**src/rtl/banco_nos_ativos_pkg.sv**
```systemverilog
// Shared definitions for the active-node bank and the active-node manager:
// default sizes, derived widths and the search FSM encoding.
package banco_nos_ativos_pkg;

    localparam int unsigned NUM_NA_PADRAO      = 8;
    localparam int unsigned ADR_WIDTH_PADRAO   = 5;
    localparam int unsigned CUSTO_WIDTH_PADRAO = 8;

    // Width of an entry index and of the active-entry count for the default size.
    localparam int unsigned IDX_WIDTH_PADRAO   = $clog2(NUM_NA_PADRAO);
    localparam int unsigned CNT_WIDTH_PADRAO   = $clog2(NUM_NA_PADRAO + 1);

    typedef enum logic [1:0] {
        ST_IDLE     = 2'd0,
        ST_VARRENDO = 2'd1,
        ST_FIM      = 2'd2
    } estado_busca_t;

endpackage

```
**src/rtl/banco_nos_ativos_registro_na.sv**
```systemverilog
// One active-node entry: stores endereco, custo and the ativo flag.
// Deactivation wins over a simultaneous write and leaves the stored data intact.
module registro_na
    import banco_nos_ativos_pkg::*;
#(
    parameter int unsigned ADR_WIDTH   = ADR_WIDTH_PADRAO,
    parameter int unsigned CUSTO_WIDTH = CUSTO_WIDTH_PADRAO
) (
    input  logic                   clk,
    input  logic                   rst_n,
    input  logic                   i_habilitar,
    input  logic                   i_escrever,
    input  logic                   i_desativar,
    input  logic [ADR_WIDTH-1:0]   i_endereco,
    input  logic [CUSTO_WIDTH-1:0] i_custo,
    output logic [ADR_WIDTH-1:0]   o_endereco,
    output logic [CUSTO_WIDTH-1:0] o_custo,
    output logic                   o_ativo
);

    logic [ADR_WIDTH-1:0]   r_endereco;
    logic [CUSTO_WIDTH-1:0] r_custo;
    logic                   r_ativo;

    // Entry storage: deactivate has priority over write when both are requested.
    always_ff @(posedge clk or negedge rst_n) begin
        if (!rst_n) begin
            r_endereco <= '0;
            r_custo    <= '0;
            r_ativo    <= 1'b0;
        end else if (i_habilitar) begin
            if (i_desativar) begin
                r_ativo <= 1'b0;
            end else if (i_escrever) begin
                r_endereco <= i_endereco;
                r_custo    <= i_custo;
                r_ativo    <= 1'b1;
            end
        end
    end

    assign o_endereco = r_endereco;
    assign o_custo    = r_custo;
    assign o_ativo    = r_ativo;

endmodule

```
**src/rtl/banco_nos_ativos.sv**
```systemverilog
// Active-node bank: NUM_NA entries plus a sequential minimum-cost search.
// The scan visits one entry per cycle; any accepted write/deactivate during the
// scan restarts it so the result always reflects a consistent snapshot.
module banco_nos_ativos
    import banco_nos_ativos_pkg::*;
#(
    parameter int unsigned NUM_NA      = NUM_NA_PADRAO,
    parameter int unsigned ADR_WIDTH   = ADR_WIDTH_PADRAO,
    parameter int unsigned CUSTO_WIDTH = CUSTO_WIDTH_PADRAO
) (
    input  logic                          clk,
    input  logic                          rst_n,
    input  logic [NUM_NA-1:0]             habilitar_in,
    input  logic                          escrever_in,
    input  logic                          desativar_in,
    input  logic [ADR_WIDTH-1:0]          endereco_in,
    input  logic [CUSTO_WIDTH-1:0]        custo_in,
    input  logic                          buscar_in,
    output logic [ADR_WIDTH*NUM_NA-1:0]   na_endereco_out,
    output logic [NUM_NA-1:0]             na_ativo_out,
    output logic [$clog2(NUM_NA+1)-1:0]   num_ativos_out,
    output logic                          cheio_out,
    output logic                          vazio_out,
    output logic                          ocupado_out,
    output logic                          menor_valido_out,
    output logic                          menor_nenhum_out,
    output logic [$clog2(NUM_NA)-1:0]     menor_indice_out,
    output logic [ADR_WIDTH-1:0]          menor_endereco_out,
    output logic [CUSTO_WIDTH-1:0]        menor_custo_out
);

    localparam int unsigned IDX_W = $clog2(NUM_NA);
    localparam int unsigned CNT_W = $clog2(NUM_NA + 1);
    localparam logic [IDX_W-1:0] ULTIMO_IDX = IDX_W'(NUM_NA - 1);

    logic [ADR_WIDTH-1:0]   w_endereco [NUM_NA];
    logic [CUSTO_WIDTH-1:0] w_custo    [NUM_NA];

    for (genvar g = 0; g < NUM_NA; g++) begin : g_entrada
        registro_na #(
            .ADR_WIDTH   (ADR_WIDTH),
            .CUSTO_WIDTH (CUSTO_WIDTH)
        ) u_registro_na (
            .clk         (clk),
            .rst_n       (rst_n),
            .i_habilitar (habilitar_in[g]),
            .i_escrever  (escrever_in),
            .i_desativar (desativar_in),
            .i_endereco  (endereco_in),
            .i_custo     (custo_in),
            .o_endereco  (w_endereco[g]),
            .o_custo     (w_custo[g]),
            .o_ativo     (na_ativo_out[g])
        );
        assign na_endereco_out[ADR_WIDTH*g +: ADR_WIDTH] = w_endereco[g];
    end

    // Active-entry count and full/empty flags, same cycle as the ativo vector.
    logic [CNT_W-1:0] w_contagem;

    always_comb begin
        w_contagem = '0;
        for (int i = 0; i < NUM_NA; i++) begin
            w_contagem = w_contagem + CNT_W'(na_ativo_out[i]);
        end
    end

    assign num_ativos_out = w_contagem;
    assign cheio_out      = (w_contagem == CNT_W'(NUM_NA));
    assign vazio_out      = (w_contagem == '0);

    // A write/deactivate only counts when at least one entry is selected.
    logic w_acesso;
    assign w_acesso = (|habilitar_in) & (escrever_in | desativar_in);

    // Search state and registers.
    estado_busca_t          r_estado, w_estado_prox;
    logic [IDX_W-1:0]       r_idx, w_idx_prox;
    logic                   r_cand_valido, w_cand_valido_prox;
    logic [IDX_W-1:0]       r_cand_idx, w_cand_idx_prox;
    logic [ADR_WIDTH-1:0]   r_cand_end, w_cand_end_prox;
    logic [CUSTO_WIDTH-1:0] r_cand_custo, w_cand_custo_prox;
    logic [IDX_W-1:0]       r_menor_idx, w_menor_idx_prox;
    logic [ADR_WIDTH-1:0]   r_menor_end, w_menor_end_prox;
    logic [CUSTO_WIDTH-1:0] r_menor_custo, w_menor_custo_prox;

    // Entry currently under inspection.
    logic                   w_sel_ativo;
    logic [ADR_WIDTH-1:0]   w_sel_end;
    logic [CUSTO_WIDTH-1:0] w_sel_custo;
    logic                   w_substitui;

    assign w_sel_ativo = na_ativo_out[r_idx];
    assign w_sel_end   = w_endereco[r_idx];
    assign w_sel_custo = w_custo[r_idx];
    // Strict less-than keeps the lowest index on ties.
    assign w_substitui = w_sel_ativo & (~r_cand_valido | (w_sel_custo < r_cand_custo));

    // Search state, scan index, candidate and held result registers.
    always_ff @(posedge clk or negedge rst_n) begin
        if (!rst_n) begin
            r_estado      <= ST_IDLE;
            r_idx         <= '0;
            r_cand_valido <= 1'b0;
            r_cand_idx    <= '0;
            r_cand_end    <= '0;
            r_cand_custo  <= '0;
            r_menor_idx   <= '0;
            r_menor_end   <= '0;
            r_menor_custo <= '0;
        end else begin
            r_estado      <= w_estado_prox;
            r_idx         <= w_idx_prox;
            r_cand_valido <= w_cand_valido_prox;
            r_cand_idx    <= w_cand_idx_prox;
            r_cand_end    <= w_cand_end_prox;
            r_cand_custo  <= w_cand_custo_prox;
            r_menor_idx   <= w_menor_idx_prox;
            r_menor_end   <= w_menor_end_prox;
            r_menor_custo <= w_menor_custo_prox;
        end
    end

    // Next-state logic: start on buscar, scan one entry per cycle, publish on the last one.
    always_comb begin
        w_estado_prox      = r_estado;
        w_idx_prox         = r_idx;
        w_cand_valido_prox = r_cand_valido;
        w_cand_idx_prox    = r_cand_idx;
        w_cand_end_prox    = r_cand_end;
        w_cand_custo_prox  = r_cand_custo;
        w_menor_idx_prox   = r_menor_idx;
        w_menor_end_prox   = r_menor_end;
        w_menor_custo_prox = r_menor_custo;

        unique case (r_estado)
            ST_IDLE: begin
                if (buscar_in) begin
                    w_estado_prox      = ST_VARRENDO;
                    w_idx_prox         = '0;
                    w_cand_valido_prox = 1'b0;
                    w_cand_idx_prox    = '0;
                    w_cand_end_prox    = '0;
                    w_cand_custo_prox  = '0;
                end
            end
            ST_VARRENDO: begin
                if (w_acesso) begin
                    // Table changed under the scan: start over from entry 0.
                    w_idx_prox         = '0;
                    w_cand_valido_prox = 1'b0;
                    w_cand_idx_prox    = '0;
                    w_cand_end_prox    = '0;
                    w_cand_custo_prox  = '0;
                end else begin
                    if (w_substitui) begin
                        w_cand_valido_prox = 1'b1;
                        w_cand_idx_prox    = r_idx;
                        w_cand_end_prox    = w_sel_end;
                        w_cand_custo_prox  = w_sel_custo;
                    end
                    if (r_idx == ULTIMO_IDX) begin
                        w_estado_prox = ST_FIM;
                        if (w_cand_valido_prox) begin
                            w_menor_idx_prox   = w_cand_idx_prox;
                            w_menor_end_prox   = w_cand_end_prox;
                            w_menor_custo_prox = w_cand_custo_prox;
                        end else begin
                            w_menor_idx_prox   = '0;
                            w_menor_end_prox   = '0;
                            w_menor_custo_prox = '0;
                        end
                    end else begin
                        w_idx_prox = r_idx + IDX_W'(1);
                    end
                end
            end
            ST_FIM: begin
                w_estado_prox = ST_IDLE;
            end
            default: begin
                w_estado_prox = ST_IDLE;
            end
        endcase
    end

    assign ocupado_out        = (r_estado != ST_IDLE);
    assign menor_valido_out   = (r_estado == ST_FIM);
    assign menor_nenhum_out   = (r_estado == ST_FIM) & ~r_cand_valido;
    assign menor_indice_out   = r_menor_idx;
    assign menor_endereco_out = r_menor_end;
    assign menor_custo_out    = r_menor_custo;

endmodule

```
**config.mk**
```make
export PLATFORM = sky130hd
export DESIGN_NAME = banco_nos_ativos
export DESIGN_NICKNAME = d
export VERILOG_FILES = /design/src/rtl/banco_nos_ativos_pkg.sv /design/src/rtl/banco_nos_ativos_registro_na.sv /design/src/rtl/banco_nos_ativos.sv
export SDC_FILE = /design/constraint.sdc
export NUM_CORES = 1
export LEC_CHECK = 0
export BUFFER_PORTS_ARGS = -buffer_cell sky130_fd_sc_hd__buf_2
export CORE_MARGIN = 4
export CORE_UTILIZATION = 35
export CTS_BUF_LIST = sky130_fd_sc_hd__clkbuf_8
export CTS_CLUSTER_SIZE = 10
export DETAILED_ROUTE_END_ITERATION = 8
export HOLD_SLACK_MARGIN = 0.03
export SETUP_SLACK_MARGIN = 0.3
export SYNTH_ARGS = -nofsm -noshare
export SYNTH_HDL_FRONTEND = slang
export SYNTH_SLANG_ARGS = --single-unit
```
**constraint.sdc**
```tcl
create_clock -name clk -period 6.5 [get_ports clk]
set_clock_uncertainty 0.05 [all_clocks]
set_input_delay 1.625 -clock clk [delete_from_list [all_inputs] [get_ports clk]]
set_output_delay 1.625 -clock clk [all_outputs]
set_load 0.02 [all_outputs]
```
## Yosys cells after proc, flatten, opt, wreduce, memory -nomap -nowiden

Cells that the tools add are included.

| storage, ports and cells | value |
|---|---|
| bits in registers | 150 |
| input port bits | 26 |
| output and inout port bits | 73 |
| word-level logic and storage cells | 125 |

| cells by class | value |
|---|---|
| add/subtract/negate cells | 8 |
| order comparisons | 3 |
| equal/unequal tests | 8 |
| mux-type cells | 38 |
| bitwise operators | 9 |
| reduce and logical (&&, ||, !) cells | 26 |

Operator list:

| operator | number |
|---|---|
| 8-bit 2-to-1 mux | 6 |
| 3-bit AND reduction | 11 |
| 5-bit 2-to-1 mux | 6 |
| 8-bit binary-select mux with 3-bit select | 1 |
| 3-bit 2-to-1 mux | 6 |
| 2-bit AND reduction | 9 |
| 4-bit by 1-bit adder with 4-bit output | 4 |
| 8-bit case mux with 2 select lines | 1 |
| 5-bit binary-select mux with 3-bit select | 1 |
| 3-bit case mux with 2 select lines | 2 |
| 5-bit case mux with 2 select lines | 1 |
| 8-bit < comparator | 1 |
| 1-bit 2-to-1 mux | 8 |
| 8-bit OR reduction | 1 |
| 2-bit 2-to-1 mux | 3 |
| 2-bit != test, second input constant | 3 |
| 2-bit nonzero test | 3 |
| 3-bit by 1-bit adder with 4-bit output | 1 |
| 4-bit equality test, second input constant | 1 |
| 4-bit >= comparator, second input constant | 1 |
| 4-bit logical NOT | 1 |
| 3-bit by 4-bit < comparator with 1-bit output, second input constant | 1 |
| 3-bit NOT with 4-bit output | 1 |
| 2-bit case mux with 2 select lines | 1 |
| 13 further kinds | 18 |

## Longest topological paths before layout

| depth | value |
|---|---|
| depth after elaboration | 12 |
| mapped depth | 14 |
| mapped depth without buffers | 10 |

## Modules after synthesis

From an unflattened synthesis, not the netlist that was laid out.

| second synthesis, totals | value |
|---|---|
| cell total of the unflattened synthesis | 511 |
| area total of the unflattened synthesis | 7437.1 µm² |

By module, submodules not included:

| module | times used | cells an instance | area an instance (µm²) |
|---|---|---|---|
| registro_na | 8 | 31 | 575.6 |
| banco_nos_ativos | 1 | 263 | 2832.7 |

## Least setup slack after synthesis

Ideal clock, no wire load.

| timing path | value |
|---|---|
| kind | register -> output |
| start | register g_entrada[0].u_registro_na.r_ativo |
| end | output port cheio_out |
| data arrival time | 3734 ps |
| required time | 4825 ps |
| slack | 1091 ps |
| stages on the path, launching flop included | 10 |
| cells stage by stage | dfrtp_1 -> fa_1 -> inv_1 -> fa_1 -> fa_1 -> inv_1 -> ha_1 -> fa_1 -> or3_1 -> nor3b_1 |

| between the ends | value |
|---|---|
| cells in the longest elaborated chain, start to end | 8 |

Ends and longest elaborated chain:

| item | RTL line | text |
|---|---|---|
| from (decl) | banco_nos_ativos_registro_na.sv:23 | `logic r_ativo;` |
| from (signal assigned) | banco_nos_ativos_registro_na.sv:30 | `r_ativo <= 1'b0;` |
| from (signal assigned) | banco_nos_ativos_registro_na.sv:33 | `r_ativo <= 1'b0;` |
| from (signal assigned) | banco_nos_ativos_registro_na.sv:37 | `r_ativo <= 1'b1;` |
| 1-bit by 1-bit adder with 2-bit output | banco_nos_ativos.sv:64 | `w_contagem = w_contagem + CNT_W'(na_ativo_out[i]);` |
| 2-bit by 1-bit adder with 3-bit output | banco_nos_ativos.sv:64 |  |
| 3-bit by 1-bit adder with 4-bit output | banco_nos_ativos.sv:64 |  |
| 4-bit by 1-bit adder with 4-bit output (4 in a row) | banco_nos_ativos.sv:64 |  |
| named net num_ativos_out[1] | banco_nos_ativos.sv:21 | `output logic [$clog2(NUM_NA+1)-1:0] num_ativos_out,` |
| 4-bit equality test | banco_nos_ativos.sv:69 | `assign cheio_out = (w_contagem == CNT_W'(NUM_NA));` |
| to (decl) | banco_nos_ativos.sv:22 | `output logic cheio_out,` |

The timed path passes the listed nets, and every way through them passes these cells.

## Worst setup path after layout

| timing path | value |
|---|---|
| start | register g_entrada[0].u_registro_na.r_ativo |
| end | output port cheio_out |

| between the ends | value |
|---|---|
| cells in the longest elaborated chain, start to end | 8 |

Ends and longest elaborated chain:

| item | RTL line |
|---|---|
| 1-bit by 1-bit adder with 2-bit output | banco_nos_ativos.sv:64 |
| 2-bit by 1-bit adder with 3-bit output | banco_nos_ativos.sv:64 |
| 3-bit by 1-bit adder with 4-bit output | banco_nos_ativos.sv:64 |
| 4-bit by 1-bit adder with 4-bit output (4 in a row) | banco_nos_ativos.sv:64 |
| 4-bit equality test | banco_nos_ativos.sv:69 |

Every way passes these cells.

==> impl_metrics.env <==
export IMPL_rrSetupSlack_ns=2.63
export IMPL_antenna_found_initial=2
export IMPL_slew_headroom_pct=35.98
export IMPL_power_frac_clock_pct=29.0
export IMPL_syn_num_nets=634
export IMPL_vias=5041
export IMPL_synthCells=592
export IMPL_grt_pass1_wl_mm=29.93
export IMPL_setup_viol=0
export IMPL_antenna_cells=0
export IMPL_htree_levels=4
export IMPL_synthesis_area_um2=7460
export IMPL_crit_path_start_kind="flop"
export IMPL_endpoint_kind="output pin"
export IMPL_worst_endpoint_arrival_ns=4.04
export IMPL_netSwitchingPower_w=0.0008095
export IMPL_grt_pass1_vias=5380
export IMPL_finalCriticalPeriod_ns=5.715
export IMPL_ant_nets=0
export IMPL_clkLatencyLatePin_ns=0.45
export IMPL_power_internal_w=0.001735
export IMPL_synth_edf_count=0
export IMPL_post_place_ws_ns=1.262
export IMPL_cts_buffers=17
export IMPL_port_buffers=98
export IMPL_critical_path_required_ns=4.83
export IMPL_final_cell_mix="dfrtp_1, nand2_1, mux2_2"
export IMPL_leakage_nw=3.762
export IMPL_fin_setup_tns_ns=0
export IMPL_combPwrFrac_pct=25.5
export IMPL_worstSetupPathType="flop to output pin"
export IMPL_power_density_nw_per_um2=298.5
export IMPL_grt_overflow_total=0
export IMPL_ys_ff_latch=150
export IMPL_crit_fanout=4
export IMPL_wire_per_inst_um=19.24
export IMPL_cap_violations=0
export IMPL_nFillCells=1965
export IMPL_yosysWarningCount=0
export IMPL_die_area_um2=23710
export IMPL_grt_setup_unrepaired="no"
export IMPL_mostFrequentLayoutCell="dfrtp_1"
export IMPL_core_um2=21020
export IMPL_worstRegToRegCells=11
export IMPL_dpl_hpwl_mm=12.37
export IMPL_cts_setup_buffers=0
export IMPL_place_congestion=0.7582
export IMPL_async_reset_ff_share_pct=100.0
export IMPL_initial_utilization_pct=35.49
export IMPL_firstDrtPassIters=4
export IMPL_crit_start="g_entrada[0].u_registro_na.o_ativo$_DFFE_PN0P_"
export IMPL_synth_seq_area_share_pct=50.32
export IMPL_track_usage_pct=15.94
export IMPL_hold_ws_ns=0.4373
export IMPL_synth_cell_type_count=43
export IMPL_area_growth_pct=14.27
export IMPL_syn_area_per_cell_um2=12.60
export IMPL_status="finished clean"
export IMPL_place_area_um2=8115
export IMPL_cts_buffer_depth=2
export IMPL_rows=53
export IMPL_hold_class="flop to flop"
export IMPL_cts_sinks=150
export IMPL_cts_hold_buf=0
export IMPL_clkTransAtPathRegs_ns=0.08
export IMPL_root_buffer="clkbuf_8"
export IMPL_fp_dieW_um=154.0
export IMPL_final_hold_viol_count=0
export IMPL_tritoncts="yes"
export IMPL_fmax_mhz=175.0
export IMPL_design_area_um2=8524
export IMPL_ios=99
export IMPL_rr_endpoint="r_cand_end[3]$_DFFE_PN0P_"
export IMPL_worst_pin_slew_ns=0.9603
export IMPL_drc=0
export IMPL_vias_per_cell=5.262
export IMPL_power_frac_seq_pct=45.4
export IMPL_grt_max_degree=106
export IMPL_final_nets=712
export IMPL_power_switching_share_pct=31.82
export IMPL_cts_resized=0
export IMPL_setup_slack_ns=0.7855
export IMPL_maxSlewViolCount=0
export IMPL_drive_gt1_share_pct=43.48
export IMPL_crit_path_end="cheio_out"
export IMPL_regToRegStartpoint="r_idx[0]$_DFFE_PN0P_"
export IMPL_drtIter0Drc=286
export IMPL_min_period_over_period_pct=87.92
export IMPL_fp_dieH_um=154.0
export IMPL_postRouteWirelength_mm=18.43
export IMPL_ys_flop_type="dfrtp_1"
export IMPL_peakVddDrop_v=0.0001262
state kept, by name, indices dropped and copies added, names as in the netlist:
name	flops
r_cand_idx	3
r_idx	3
g_entrada.u_registro_na.o_ativo	8
menor_custo_out	8
menor_indice_out	3
r_cand_valido	1
g_entrada.u_registro_na.o_endereco	40
r_cand_end	5
r_estado	2
r_cand_custo	8
menor_endereco_out	5
g_entrada.u_registro_na.o_custo	64
cell usage after synthesis (2+ instances only):
library cell,n,area share (%)
a21oi_1,20,1.3
buf_1,9,0.45
buf_2,5,0.34
buf_4,10,1.0
buf_6,5,0.75
clkbuf_1,19,0.96
dfrtp_1,150,50
fa_1,4,1.1
ha_1,12,2.0
inv_1,18,0.91
inv_2,2,0.10
mux2_2,104,16
mux2i_1,2,0.27
mux4_2,28,8.5
nand2_1,104,5.2
nand4_1,32,2.7
nor2_1,5,0.25
nor2b_1,3,0.25
nor3b_1,2,0.20
nor4_1,2,0.17
o211ai_1,11,1.1
o211ai_2,14,2.3
o21ai_0,3,0.20
o21ai_1,2,0.13
o311ai_1,2,0.23
o311ai_2,5,1.1
or2_2,2,0.17
or3_1,2,0.17
worst max-delay path, cell delays in order, from the launching register on:
cell and delay (ns):
dfrtp_1 0.42, fa_1 0.55, inv_1 0.06, fa_1 0.50, fa_1 0.54, inv_1 0.05
ha_1 0.22, fa_1 0.38, xor2_1 0.16, or3_1 0.34, nor3b_1 0.17, buf_2 0.20
power groups by stage:
| stage | logic (W) | clock network [W] | registers (W) |
|---|---|---|---|
| 5_1_grt | 0.000708 | 0.000805 | 0.00117 |
| 6_report | 0.000650 | 0.000738 | 0.00116 |
| 2_1_floorplan | 0.000415 | 0 | 0.00121 |
| 3_3_place_gp | 0.000630 | 0 | 0.00116 |
| 3_5_place_dp | 0.000655 | 0 | 0.00117 |
| 4_1_cts | 0.000657 | 0.000759 | 0.00116 |
worst min path at each step:
stage / start / to / slack (ns) / depth (start not counted)
finish: menor_indice_out[2]$_DFFE_PN0P_ / menor_indice_out[2]$_DFFE_PN0P_ / 0.44 / 2
global route: menor_endereco_out[1]$_DFFE_PN0P_ / menor_endereco_out[1]$_DFFE_PN0P_ / 0.46 / 2
CTS: menor_indice_out[2]$_DFFE_PN0P_ / menor_indice_out[2]$_DFFE_PN0P_ / 0.44 / 2
detailed placement: menor_indice_out[2]$_DFFE_PN0P_ / menor_indice_out[2]$_DFFE_PN0P_ / 0.42 / 2
global placement: menor_indice_out[2]$_DFFE_PN0P_ / menor_indice_out[2]$_DFFE_PN0P_ / 0.43 / 2
floorplan: g_entrada[2].u_registro_na.o_custo[7]$_DFFE_PN0P_ / g_entrada[2].u_registro_na.o_custo[7]$_DFFE_PN0P_ / 0.42 / 1
cell families after synthesis:
group | Yosys count | synth area share (%)
AND/OR/NAND/NOR | 158 | 9.678
flip-flops | 150 | 50.32
multiplexers | 136 | 24.87
buffers and inverters | 68 | 4.512
AO/OA/AOI/OAI | 63 | 7.414
adder cells (fa/ha/maj) | 16 | 3.086
XOR/XNOR | 1 | 0.1174
metal layers:
layer	part of all wire, %	GRT usage [%]	wire, µm	vias to the layer above
met5	0.11	0	21	-
met4	1.2	5.004	230	4
met3	6.1	4.250	1120	25
met2	50	26.19	9287	125
met1	42	20.65	7774	2589
li1	-	-	-	2298
per-stage QoR:
step / instances / total power, W / utilization, %
4_1_cts: 958 / 0.002572 / 40.55
3_5_place_dp: 926 / 0.001829 / 38.60
2_1_floorplan: 592 / 0.001620 / -
5_1_grt: 958 / 0.002686 / 40.55
3_3_place_gp: 926 / 0.001791 / 38.60
6_report: 958 / 0.002544 / 40.55
cell type report:
type | count | area, µm² | share of cell area, %
Multi-Input combinational cell | 374 | 3377 | 39.62
Timing Repair Buffer | 107 | 564.3 | 6.620
Clock inverter | 14 | 161.4 | 1.893
Sequential cell | 150 | 3755 | 44.05
Clock buffer | 18 | 247.7 | 2.906
Inverter | 20 | 75.07 | 0.8807
Tap cell | 275 | 344.1 | 4.036
Power figures use the tool's default switching activity.
